File: src/rtl/fpu_issue_ctrl_if.sv
// Handshake/bus bundle between the core, the FP issue sequencer and the ALU.
//   master : core/ALU side (drives request, operands, ALU results, flags_clr)
//   slave  : fpu_issue_ctrl (drives ALU strobes/operands, completion and status)
interface fpu_issue_ctrl_if;
  logic        start;
  logic [3:0]  opcode;
  logic [31:0] src1;
  logic [31:0] src2;
  logic [31:0] alu_result;
  logic        alu_com_result;
  logic [5:0]  alu_flags;
  logic        flags_clr;
  logic [31:0] operand1;
  logic [31:0] operand2;
  logic        ADD, SUB, MUL, DIV, INV, ABS, COM, BLT, BEQ, BGT;
  logic        busy;
  logic        done;
  logic        wb_en;
  logic [31:0] wb_data;
  logic        br_valid;
  logic        br_taken;
  logic        illegal;
  logic [5:0]  sticky_flags;

  modport master (
    output start, opcode, src1, src2, alu_result, alu_com_result, alu_flags, flags_clr,
    input  operand1, operand2, ADD, SUB, MUL, DIV, INV, ABS, COM, BLT, BEQ, BGT,
    input  busy, done, wb_en, wb_data, br_valid, br_taken, illegal, sticky_flags
  );

  modport slave (
    input  start, opcode, src1, src2, alu_result, alu_com_result, alu_flags, flags_clr,
    output operand1, operand2, ADD, SUB, MUL, DIV, INV, ABS, COM, BLT, BEQ, BGT,
    output busy, done, wb_en, wb_data, br_valid, br_taken, illegal, sticky_flags
  );
endinterface

File: src/rtl/fpu_issue_ctrl.sv
// FP issue sequencer sitting directly in front of the FPU ALU.
// Accepts one op per request, latches operands, holds the ALU op strobes for an
// op-dependent number of cycles, captures result/compare/flags, then reports a
// writeback or branch outcome. Keeps an OR-accumulated sticky exception register.
// Ports:
//   clk  - clock, all state on rising edge
//   rst  - synchronous active-high reset
//   bus  - fpu_issue_ctrl_if.slave: request (start/opcode/src1/src2), ALU
//          strobes and operands, ALU results in, done/wb/branch/illegal/sticky out
module fpu_issue_ctrl #(
  parameter int BASE_LAT = 1,
  parameter int MUL_LAT  = 4,
  parameter int DIV_LAT  = 8
) (
  input  logic          clk,
  input  logic          rst,
  fpu_issue_ctrl_if.slave bus
);
  localparam int MAX_LAT = (BASE_LAT > MUL_LAT) ?
                           ((BASE_LAT > DIV_LAT) ? BASE_LAT : DIV_LAT) :
                           ((MUL_LAT  > DIV_LAT) ? MUL_LAT  : DIV_LAT);
  localparam int CW = $clog2(MAX_LAT) + 1;

  localparam logic [3:0] OP_MUL  = 4'd2;
  localparam logic [3:0] OP_DIV  = 4'd3;
  localparam logic [3:0] OP_BLT  = 4'd7;
  localparam logic [3:0] OP_LAST = 4'd9;

  typedef enum logic [1:0] {S_IDLE, S_EXEC, S_DONE} state_t;

  state_t        state_q, state_d;
  logic [3:0]    op_q;
  logic [CW-1:0] cnt_q;
  logic [CW-1:0] lat_m1;
  logic [31:0]   opnd1_q, opnd2_q, wb_data_q;
  logic          br_taken_q, illegal_q;
  logic [5:0]    sticky_q;
  logic [9:0]    stb;
  logic          accept, capture, is_br;

  assign accept  = (state_q == S_IDLE) && bus.start && (bus.opcode <= OP_LAST);
  assign capture = (state_q == S_EXEC) && (cnt_q == '0);
  // op_q only ever holds a legal opcode, so >= BLT means BLT/BEQ/BGT
  assign is_br   = (op_q >= OP_BLT);

  always_comb begin
    lat_m1 = CW'(BASE_LAT - 1);
    if (bus.opcode == OP_MUL)      lat_m1 = CW'(MUL_LAT - 1);
    else if (bus.opcode == OP_DIV) lat_m1 = CW'(DIV_LAT - 1);
  end

  // state register
  always_ff @(posedge clk) begin
    if (rst) state_q <= S_IDLE;
    else     state_q <= state_d;
  end

  // next state
  always_comb begin
    state_d = state_q;
    case (state_q)
      S_IDLE:  if (accept) state_d = S_EXEC;
      S_EXEC:  if (cnt_q == '0) state_d = S_DONE;
      S_DONE:  state_d = S_IDLE;
      default: state_d = S_IDLE;
    endcase
  end

  // datapath / status registers
  always_ff @(posedge clk) begin
    if (rst) begin
      op_q       <= '0;
      cnt_q      <= '0;
      opnd1_q    <= '0;
      opnd2_q    <= '0;
      wb_data_q  <= '0;
      br_taken_q <= 1'b0;
      illegal_q  <= 1'b0;
      sticky_q   <= '0;
    end else begin
      illegal_q <= (state_q == S_IDLE) && bus.start && (bus.opcode > OP_LAST);
      if (accept) begin
        op_q    <= bus.opcode;
        opnd1_q <= bus.src1;
        opnd2_q <= bus.src2;
        cnt_q   <= lat_m1;
      end else if (state_q == S_EXEC && cnt_q != '0) begin
        cnt_q <= cnt_q - 1'b1;
      end
      if (capture) begin
        wb_data_q  <= bus.alu_result;
        br_taken_q <= bus.alu_com_result;
        // a clear landing on the capture cycle keeps only the fresh flags
        sticky_q   <= bus.flags_clr ? bus.alu_flags : (sticky_q | bus.alu_flags);
      end else if (bus.flags_clr) begin
        sticky_q <= '0;
      end
    end
  end

  // strobes: bit index == opcode; branches also raise COM (bit 6)
  always_comb begin
    stb = '0;
    if (state_q == S_EXEC) begin
      case (op_q)
        4'd0: stb[0] = 1'b1;
        4'd1: stb[1] = 1'b1;
        4'd2: stb[2] = 1'b1;
        4'd3: stb[3] = 1'b1;
        4'd4: stb[4] = 1'b1;
        4'd5: stb[5] = 1'b1;
        4'd6: stb[6] = 1'b1;
        4'd7: begin stb[7] = 1'b1; stb[6] = 1'b1; end
        4'd8: begin stb[8] = 1'b1; stb[6] = 1'b1; end
        4'd9: begin stb[9] = 1'b1; stb[6] = 1'b1; end
        default: stb = '0;
      endcase
    end
  end

  assign bus.ADD = stb[0];
  assign bus.SUB = stb[1];
  assign bus.MUL = stb[2];
  assign bus.DIV = stb[3];
  assign bus.INV = stb[4];
  assign bus.ABS = stb[5];
  assign bus.COM = stb[6];
  assign bus.BLT = stb[7];
  assign bus.BEQ = stb[8];
  assign bus.BGT = stb[9];

  assign bus.operand1     = opnd1_q;
  assign bus.operand2     = opnd2_q;
  assign bus.busy         = (state_q != S_IDLE);
  assign bus.done         = (state_q == S_DONE);
  assign bus.wb_en        = (state_q == S_DONE) && !is_br;
  assign bus.br_valid     = (state_q == S_DONE) && is_br;
  assign bus.wb_data      = wb_data_q;
  assign bus.br_taken     = br_taken_q;
  assign bus.illegal      = illegal_q;
  assign bus.sticky_flags = sticky_q;
endmodule
File: src/flat_wrapper.sv
// flat-port wrapper written by rule: the top's interface ports become plain ports
module fpu_issue_ctrl_flat 
#(
  parameter int BASE_LAT = 1,
  parameter int MUL_LAT  = 4,
  parameter int DIV_LAT  = 8
)
  (clk, rst, bus_start, bus_opcode, bus_src1, bus_src2, bus_alu_result, bus_alu_com_result, bus_alu_flags, bus_flags_clr, bus_operand1, bus_operand2, bus_ADD, bus_SUB, bus_MUL, bus_DIV, bus_INV, bus_ABS, bus_COM, bus_BLT, bus_BEQ, bus_BGT, bus_busy, bus_done, bus_wb_en, bus_wb_data, bus_br_valid, bus_br_taken, bus_illegal, bus_sticky_flags);
  fpu_issue_ctrl_if bus_i ();
  input  logic clk;
  input  logic rst;
  input wire logic [$bits(bus_i.start)-1:0] bus_start;
  input wire logic [$bits(bus_i.opcode)-1:0] bus_opcode;
  input wire logic [$bits(bus_i.src1)-1:0] bus_src1;
  input wire logic [$bits(bus_i.src2)-1:0] bus_src2;
  input wire logic [$bits(bus_i.alu_result)-1:0] bus_alu_result;
  input wire logic [$bits(bus_i.alu_com_result)-1:0] bus_alu_com_result;
  input wire logic [$bits(bus_i.alu_flags)-1:0] bus_alu_flags;
  input wire logic [$bits(bus_i.flags_clr)-1:0] bus_flags_clr;
  output wire logic [$bits(bus_i.operand1)-1:0] bus_operand1;
  output wire logic [$bits(bus_i.operand2)-1:0] bus_operand2;
  output wire logic [$bits(bus_i.ADD)-1:0] bus_ADD;
  output wire logic [$bits(bus_i.SUB)-1:0] bus_SUB;
  output wire logic [$bits(bus_i.MUL)-1:0] bus_MUL;
  output wire logic [$bits(bus_i.DIV)-1:0] bus_DIV;
  output wire logic [$bits(bus_i.INV)-1:0] bus_INV;
  output wire logic [$bits(bus_i.ABS)-1:0] bus_ABS;
  output wire logic [$bits(bus_i.COM)-1:0] bus_COM;
  output wire logic [$bits(bus_i.BLT)-1:0] bus_BLT;
  output wire logic [$bits(bus_i.BEQ)-1:0] bus_BEQ;
  output wire logic [$bits(bus_i.BGT)-1:0] bus_BGT;
  output wire logic [$bits(bus_i.busy)-1:0] bus_busy;
  output wire logic [$bits(bus_i.done)-1:0] bus_done;
  output wire logic [$bits(bus_i.wb_en)-1:0] bus_wb_en;
  output wire logic [$bits(bus_i.wb_data)-1:0] bus_wb_data;
  output wire logic [$bits(bus_i.br_valid)-1:0] bus_br_valid;
  output wire logic [$bits(bus_i.br_taken)-1:0] bus_br_taken;
  output wire logic [$bits(bus_i.illegal)-1:0] bus_illegal;
  output wire logic [$bits(bus_i.sticky_flags)-1:0] bus_sticky_flags;
  assign bus_i.start = bus_start;
  assign bus_i.opcode = bus_opcode;
  assign bus_i.src1 = bus_src1;
  assign bus_i.src2 = bus_src2;
  assign bus_i.alu_result = bus_alu_result;
  assign bus_i.alu_com_result = bus_alu_com_result;
  assign bus_i.alu_flags = bus_alu_flags;
  assign bus_i.flags_clr = bus_flags_clr;
  assign bus_operand1 = bus_i.operand1;
  assign bus_operand2 = bus_i.operand2;
  assign bus_ADD = bus_i.ADD;
  assign bus_SUB = bus_i.SUB;
  assign bus_MUL = bus_i.MUL;
  assign bus_DIV = bus_i.DIV;
  assign bus_INV = bus_i.INV;
  assign bus_ABS = bus_i.ABS;
  assign bus_COM = bus_i.COM;
  assign bus_BLT = bus_i.BLT;
  assign bus_BEQ = bus_i.BEQ;
  assign bus_BGT = bus_i.BGT;
  assign bus_busy = bus_i.busy;
  assign bus_done = bus_i.done;
  assign bus_wb_en = bus_i.wb_en;
  assign bus_wb_data = bus_i.wb_data;
  assign bus_br_valid = bus_i.br_valid;
  assign bus_br_taken = bus_i.br_taken;
  assign bus_illegal = bus_i.illegal;
  assign bus_sticky_flags = bus_i.sticky_flags;
  fpu_issue_ctrl #(.BASE_LAT(BASE_LAT), .MUL_LAT(MUL_LAT), .DIV_LAT(DIV_LAT)) u_core (.clk(clk), .rst(rst), .bus(bus_i));
endmodule
File: config.mk
export PLATFORM = sky130hd
export DESIGN_NAME = fpu_issue_ctrl_flat
export DESIGN_NICKNAME = d
export VERILOG_FILES = /design/src/rtl/fpu_issue_ctrl_if.sv /design/src/rtl/fpu_issue_ctrl.sv /design/src/flat_wrapper.sv
export SDC_FILE = /design/constraint.sdc
export NUM_CORES = 1
export LEC_CHECK = 0
export BUFFER_PORTS_ARGS = -buffer_cell sky130_fd_sc_hd__buf_4
export CAP_MARGIN = 20
export CORE_ASPECT_RATIO = 0.9
export CORE_MARGIN = 3
export CORE_UTILIZATION = 45
export DETAILED_ROUTE_END_ITERATION = 10
export GPL_TIMING_DRIVEN = 0
export HOLD_SLACK_MARGIN = 0.15
export PLACE_DENSITY = 0.79
export REMOVE_ABC_BUFFERS = 1
export SLEW_MARGIN = 20
export SYNTH_ARGS = -nofsm -noshare
export SYNTH_HDL_FRONTEND = slang
export SYNTH_SLANG_ARGS = --single-unit
File: constraint.sdc
create_clock -name clk -period 1.79 [get_ports clk]
set_input_delay 0.179 -clock clk [delete_from_list [all_inputs] [get_ports clk]]
set_output_delay 0.179 -clock clk [all_outputs]
set_load 0.01 [all_outputs]
## Yosys cells after proc, flatten, opt, wreduce, memory -nomap -nowiden

Index checks and enable logic that the tools add are counted.

| word-level totals | value |
|---|---|
| register bits | 114 |
| output and inout port bits | 118 |

| cells by class | value |
|---|---|
| add/sub/neg operators | 1 |
| order comparisons | 3 |
| equal/unequal tests | 15 |
| mux-type cells | 21 |
| bitwise logic cells | 1 |
| reductions and logical operators | 17 |

Operators by type and width:

| operator | count |
|---|---|
| 6-bit 2-to-1 mux | 3 |
| 4-bit by 2-bit equality test with 1-bit output, second input constant | 4 |
| 4-bit by 3-bit equality test with 1-bit output, second input constant | 4 |
| 4-bit 2-to-1 mux | 3 |
| 1-bit 2-to-1 mux | 10 |
| 10-bit 2-to-1 mux | 1 |
| 4-bit equality test, second input constant | 2 |
| 4-bit logical NOT | 2 |
| 1-bit logical AND | 7 |
| 6-bit bitwise OR | 1 |
| 2-bit nonzero test | 3 |
| 4-bit by 1-bit equality test with 1-bit output, second input constant | 1 |
| 4-bit by 3-bit >= comparator with 1-bit output, second input constant | 1 |
| 4-bit > comparator, second input constant | 1 |
| 4-bit less-or-equal comparator, second input constant | 1 |
| 2-bit 2-to-1 mux | 2 |
| 2-bit by 1-bit != test with 1-bit output, second input constant | 2 |
| 2-bit one-hot mux with 2 select lines | 1 |
| 4-bit nonzero test | 1 |
| 4-bit OR reduction | 1 |
| 4-bit by 1-bit subtractor with 4-bit output, second input constant | 1 |
| 3-bit 2-to-1 mux | 1 |
| 2-bit by 1-bit equality test with 1-bit output, second input constant | 1 |
| 2-bit equality test, second input constant | 1 |
| 3 further kinds | 3 |

## Longest topological paths before layout

| depth | value |
|---|---|
| depth after elaboration | 5 |
| gate-level depth with buffers | 7 |
| depth with buffers taken out | 5 |

## Least setup slack after synthesis

OpenSTA, ideal clock, no wires.

| path | value |
|---|---|
| path type | register -> register |
| start | reg u_core.cnt_q[0] |
| end | reg u_core.cnt_q[1] |
| library setup time | 0.086 ns |
| arrival time | 1.568 ns |
| required time | 1.704 ns |
| setup slack | 0.136 ns |
| cell stages (with the launch flop) | 7 |
| clock period less this slack | 1.654 ns |
| path through | dfxtp_1 inv_1 ha_1 or3b_1 buf_6 a32o_2 a221oi_2 |

| between the ends | value |
|---|---|
| longest elaborated chain between the ends | 3 |
| elaborated cells between the ends (all ways) | 6 |
| classes of those cells | add/sub (1); mux (2); reduce/logical (3) |

Ends and longest elaborated chain:

| item | line | RTL |
|---|---|---|
| start: declaration | fpu_issue_ctrl.sv:33 | `logic [CW-1:0] cnt_q;` |
| start signal: assignment | fpu_issue_ctrl.sv:86 | `cnt_q <= lat_m1;` |
| start signal: assignment | fpu_issue_ctrl.sv:88 | `cnt_q <= cnt_q - 1'b1;` |
| 4-bit by 1-bit subtractor with 4-bit output or 4-bit nonzero test (tied branches) | fpu_issue_ctrl.sv:88, fpu_issue_ctrl.sv:87 |  |
| 4-bit 2-to-1 mux or 1-bit logical AND (tied branches) | fpu_issue_ctrl.sv:87 | `end else if (state_q == S_EXEC && cnt_q != '0) begin` |
| 4-bit 2-to-1 mux or 2-bit nonzero test (tied branches) | - |  |

Several ways; a longest one is shown, not always the timed one. The select of a mux whose other input is x is not followed.
A chain may end at the register's enable or synchronous reset.

## Worst setup path after layout

| path | value |
|---|---|
| start | reg u_core.state_q[1] |
| end | out bus_INV |

| between the ends | value |
|---|---|
| longest elaborated chain between the ends | 2 |

Ends and longest elaborated chain:

| item | line | RTL |
|---|---|---|
| start: declaration | fpu_issue_ctrl.sv:31 | `state_t state_q, state_d;` |
| start signal: assignment | fpu_issue_ctrl.sv:55 | `else state_q <= state_d;` |
| 2-bit by 1-bit equality test with 1-bit output | fpu_issue_ctrl.sv:104 | `if (state_q == S_EXEC) begin` |
| 10-bit 2-to-1 mux | fpu_issue_ctrl.sv:104 |  |
| end: declaration | flat_wrapper.sv:26 | `output wire logic [$bits(bus_i.INV)-1:0] bus_INV;` |

No other way between the ends.

==> results.sh <==
export IMPL_status="finished, violations left"
export IMPL_violations="negative setup slack"
export IMPL_ys_seq_elements=114
export IMPL_synth_area_top_cells="dfxtp_1 (51%), a21oi_1 (11%), nand3_1 (11%), o21ai_0 (11%), clkbuf_1 (3.9%)"
export IMPL_hold_viol=0
export IMPL_firstDrtPassIters=5
export IMPL_antenna_found_initial=1
export IMPL_critical_path_reg2reg_startpoint="u_core.state_q[1]$_SDFFE_PP0P_"
export IMPL_start_kind="flop"
export IMPL_grt_pass1_wl_microns=31000
export IMPL_cts_buffers=17
export IMPL_drc_errors=0
export IMPL_ys_async_sr_fraction=0
export IMPL_initial_utilization=0.465
export IMPL_drv_cap=0
export IMPL_drive_gt1_frac=0.366
export IMPL_grt_setup_unrepaired="true"
export IMPL_r2r_end="u_core.bus.operand1[21]$_SDFFE_PP0N_"
export IMPL_synth_most_common_cell="dfxtp_1"
export IMPL_power_leakage_uw=0.00350
export IMPL_syn_area_sq_mm=0.00451
export IMPL_setup_tns_ps=-293
export IMPL_power_uw=8150
export IMPL_syn_inst=547
export IMPL_drt_total_wl_microns=22100
export IMPL_clk_latency_ps=520
export IMPL_htree_levels=4
export IMPL_slew_limit_headroom=0.412
export IMPL_endpoint="bus_INV"
export IMPL_nFillCells=498
export IMPL_final_nets=990
export IMPL_routed_via_density=6.11
export IMPL_crit_path_cell_trace="nand2b_4 > buf_6 > nor4_4 > buf_4"
export IMPL_avgSynthCellArea_sq_um=8.25
export IMPL_r2r_cells=4
export IMPL_syn2layout_area_growth_pct=86.4
export IMPL_drv_slew=0
export IMPL_gp_congestion=0.811
export IMPL_min_path_type="in -> reg"
export IMPL_critPathMaxFanout=10
export IMPL_die_height_microns=101
export IMPL_grt_usage=0.343
export IMPL_timing_fmax_mhz=536
export IMPL_io_buffers=228
export IMPL_min_period_over_period=1.04
export IMPL_setup_viol=7
export IMPL_grt_start_max_net_pins=115
export IMPL_synth_edff_count=0
export IMPL_yosys_top_cells_count="dfxtp_1 (114), a21oi_1 (102), nand3_1 (100)"
export IMPL_rrSetupSlack_ps=30
export IMPL_ys_flop_type="dfxtp_1"
export IMPL_drtIter0Drc=583
export IMPL_final_core_util=0.867
export IMPL_path_clk_slew_ps=60
export IMPL_seq_area_frac_synth=0.506
export IMPL_overflow=0
export IMPL_final_antenna_net_count=0
export IMPL_synthDistinctLibCells=39
export IMPL_p_per_area_mw_per_mm2=970
export IMPL_end_kind="output port"
export IMPL_critPathKind="reg -> out"
export IMPL_cts_tree="done"
export IMPL_max_vdd_ir_drop_v=0.000772
export IMPL_rows=34
export IMPL_dieArea_sq_mm=0.0113
export IMPL_netlist_area_leader_share=0.506
export IMPL_critPathLaunch="u_core.state_q[1]$_SDFFE_PP0P_"
export IMPL_io_pins=229
export IMPL_critPathArrivalTime_ps=1690
export IMPL_grt_pass1_vias=6126
export IMPL_finalHoldWorstSlack_ps=201
export IMPL_slowest_stage="dfxtp_4"
export IMPL_dp_hpwl_microns=10100
export IMPL_cts_max_path_buffers=2
export IMPL_tightest_slew_ps=881
export IMPL_wl_per_cell_microns=21.8
export IMPL_skew_ps=11.1
export IMPL_yosysTopAreaCell="dfxtp_1"
export IMPL_cts_root_buf="clkbuf_8"
export IMPL_critical_path_max_stage_delay_ps=360
export IMPL_vias=6211
export IMPL_worst_slack_ps=-76.4
export IMPL_cp_required_ps=1610
export IMPL_die_w_microns=112
export IMPL_core_area_sq_mm=0.00970
export IMPL_yosys_warnings=0
export IMPL_cts_sinks=114
export IMPL_min_period_ps=1870
## registers in the layout, indices dropped and copies added (netlist names)
signal	count
u_core.bus.br_taken	1
u_core.op_q	4
u_core.bus.operand1	32
u_core.bus.illegal	1
u_core.bus.operand2	32
u_core.cnt_q	4
u_core.bus.sticky_flags	6
u_core.state_q	2
u_core.bus.wb_data	32
## per-layer routing
layer / part of all wire / global-route usage / routed length, microns
met1: 0.34 / 0.375 / 7550
met2: 0.51 / 0.610 / 11200
met3: 0.084 / 0.0786 / 1870
met4: 0.068 / 0.205 / 1520
met5: 0 / 0 / 0
## layout by cell type, fill, tap and decap left out, types with 3 or more instances in the layout
cell	n
clkbuf_16	16
or3b_4	4
buf_16	3
a21oi_1	101
buf_8	4
buf_6	4
nand3_1	100
buf_4	243
clkbuf_1	3
nand2_1	5
buf_12	3
nor2_1	10
nor2_2	4
nor3_1	4
a32oi_1	6
dlygate4sd3_1	109
o21ai_0	96
o21ai_1	4
a221oi_1	3
dfxtp_4	3
clkinvlp_4	3
dfxtp_2	3
bufinv_16	5
dfxtp_1	108
## cell families after synthesis
group           share of synthesized area
compound gates                      0.261
xor+xnor                          0.00194
fa+ha+maj                         0.00277
buf+inv                            0.0588
flops                               0.506
simple gates                        0.169
## worst max-delay path, delay by kind of cell (launching register included)
| kind | cells | cell delay (ps) |
|---|---|---|
| buf+inv | 2 | 350 |
| simple gates | 2 | 440 |
| flops | 1 | 360 |
## where the power goes
group | internal, uW | leakage (uW) | switching (uW)
clock network | 2420 | 0.000294 | 1170
logic | 844 | 0.00228 | 907
registers | 2690 | 0.000933 | 116
total | 5960 | 0.00350 | 2190
## per-stage QoR
step                area (sq um)  instances  setup slack [ps]
global route                8410       1017             -93.0
CTS                         8230       1005              1.00
floorplan                   4260        487             -1480
detailed placement          6350        851              -527
finish                      8410       1017             -76.4
global placement            6130        841             -2720
## cell type report
cell class	instances	area, sq um	area share
Multi-Input combinational cell	375	2150	0.256
Tap cell	126	158	0.0188
Antenna cell	1	2.50	0.000298
Sequential cell	114	2300	0.273
Clock inverter	10	183	0.0217
Clock buffer	21	439	0.0522
Timing Repair Buffer	366	3160	0.376
Inverter	4	15.0	0.00179
## how the worst min path moves through the flow
stage,startpoint,to,slack [ps],depth (start not counted)
6_report,rst,u_core.bus.sticky_flags[2]$_SDFFE_PP0P_,200,2
5_1_grt,rst,u_core.bus.sticky_flags[2]$_SDFFE_PP0P_,230,2
4_1_cts,rst,u_core.bus.sticky_flags[2]$_SDFFE_PP0P_,340,2
3_5_place_dp,bus_alu_flags[5],u_core.bus.sticky_flags[5]$_SDFFE_PP0P_,450,3
3_3_place_gp,bus_alu_flags[2],u_core.bus.sticky_flags[2]$_SDFFE_PP0P_,430,3
2_1_floorplan,rst,u_core.cnt_q[1]$_SDFFE_PP0P_,250,1
## timing repair
item | in CTS | in global routing
gates resized for setup | 15 | 23
endpoints found under the setup margin | 55 | 97
hold buffers | 109 | 0
buffers inserted | 10 | 9
pin swaps | 1 | 4
gates cloned | 4 | 2
endpoints found under the hold margin | 109 | 0
Power figures use the tool's default switching activity.
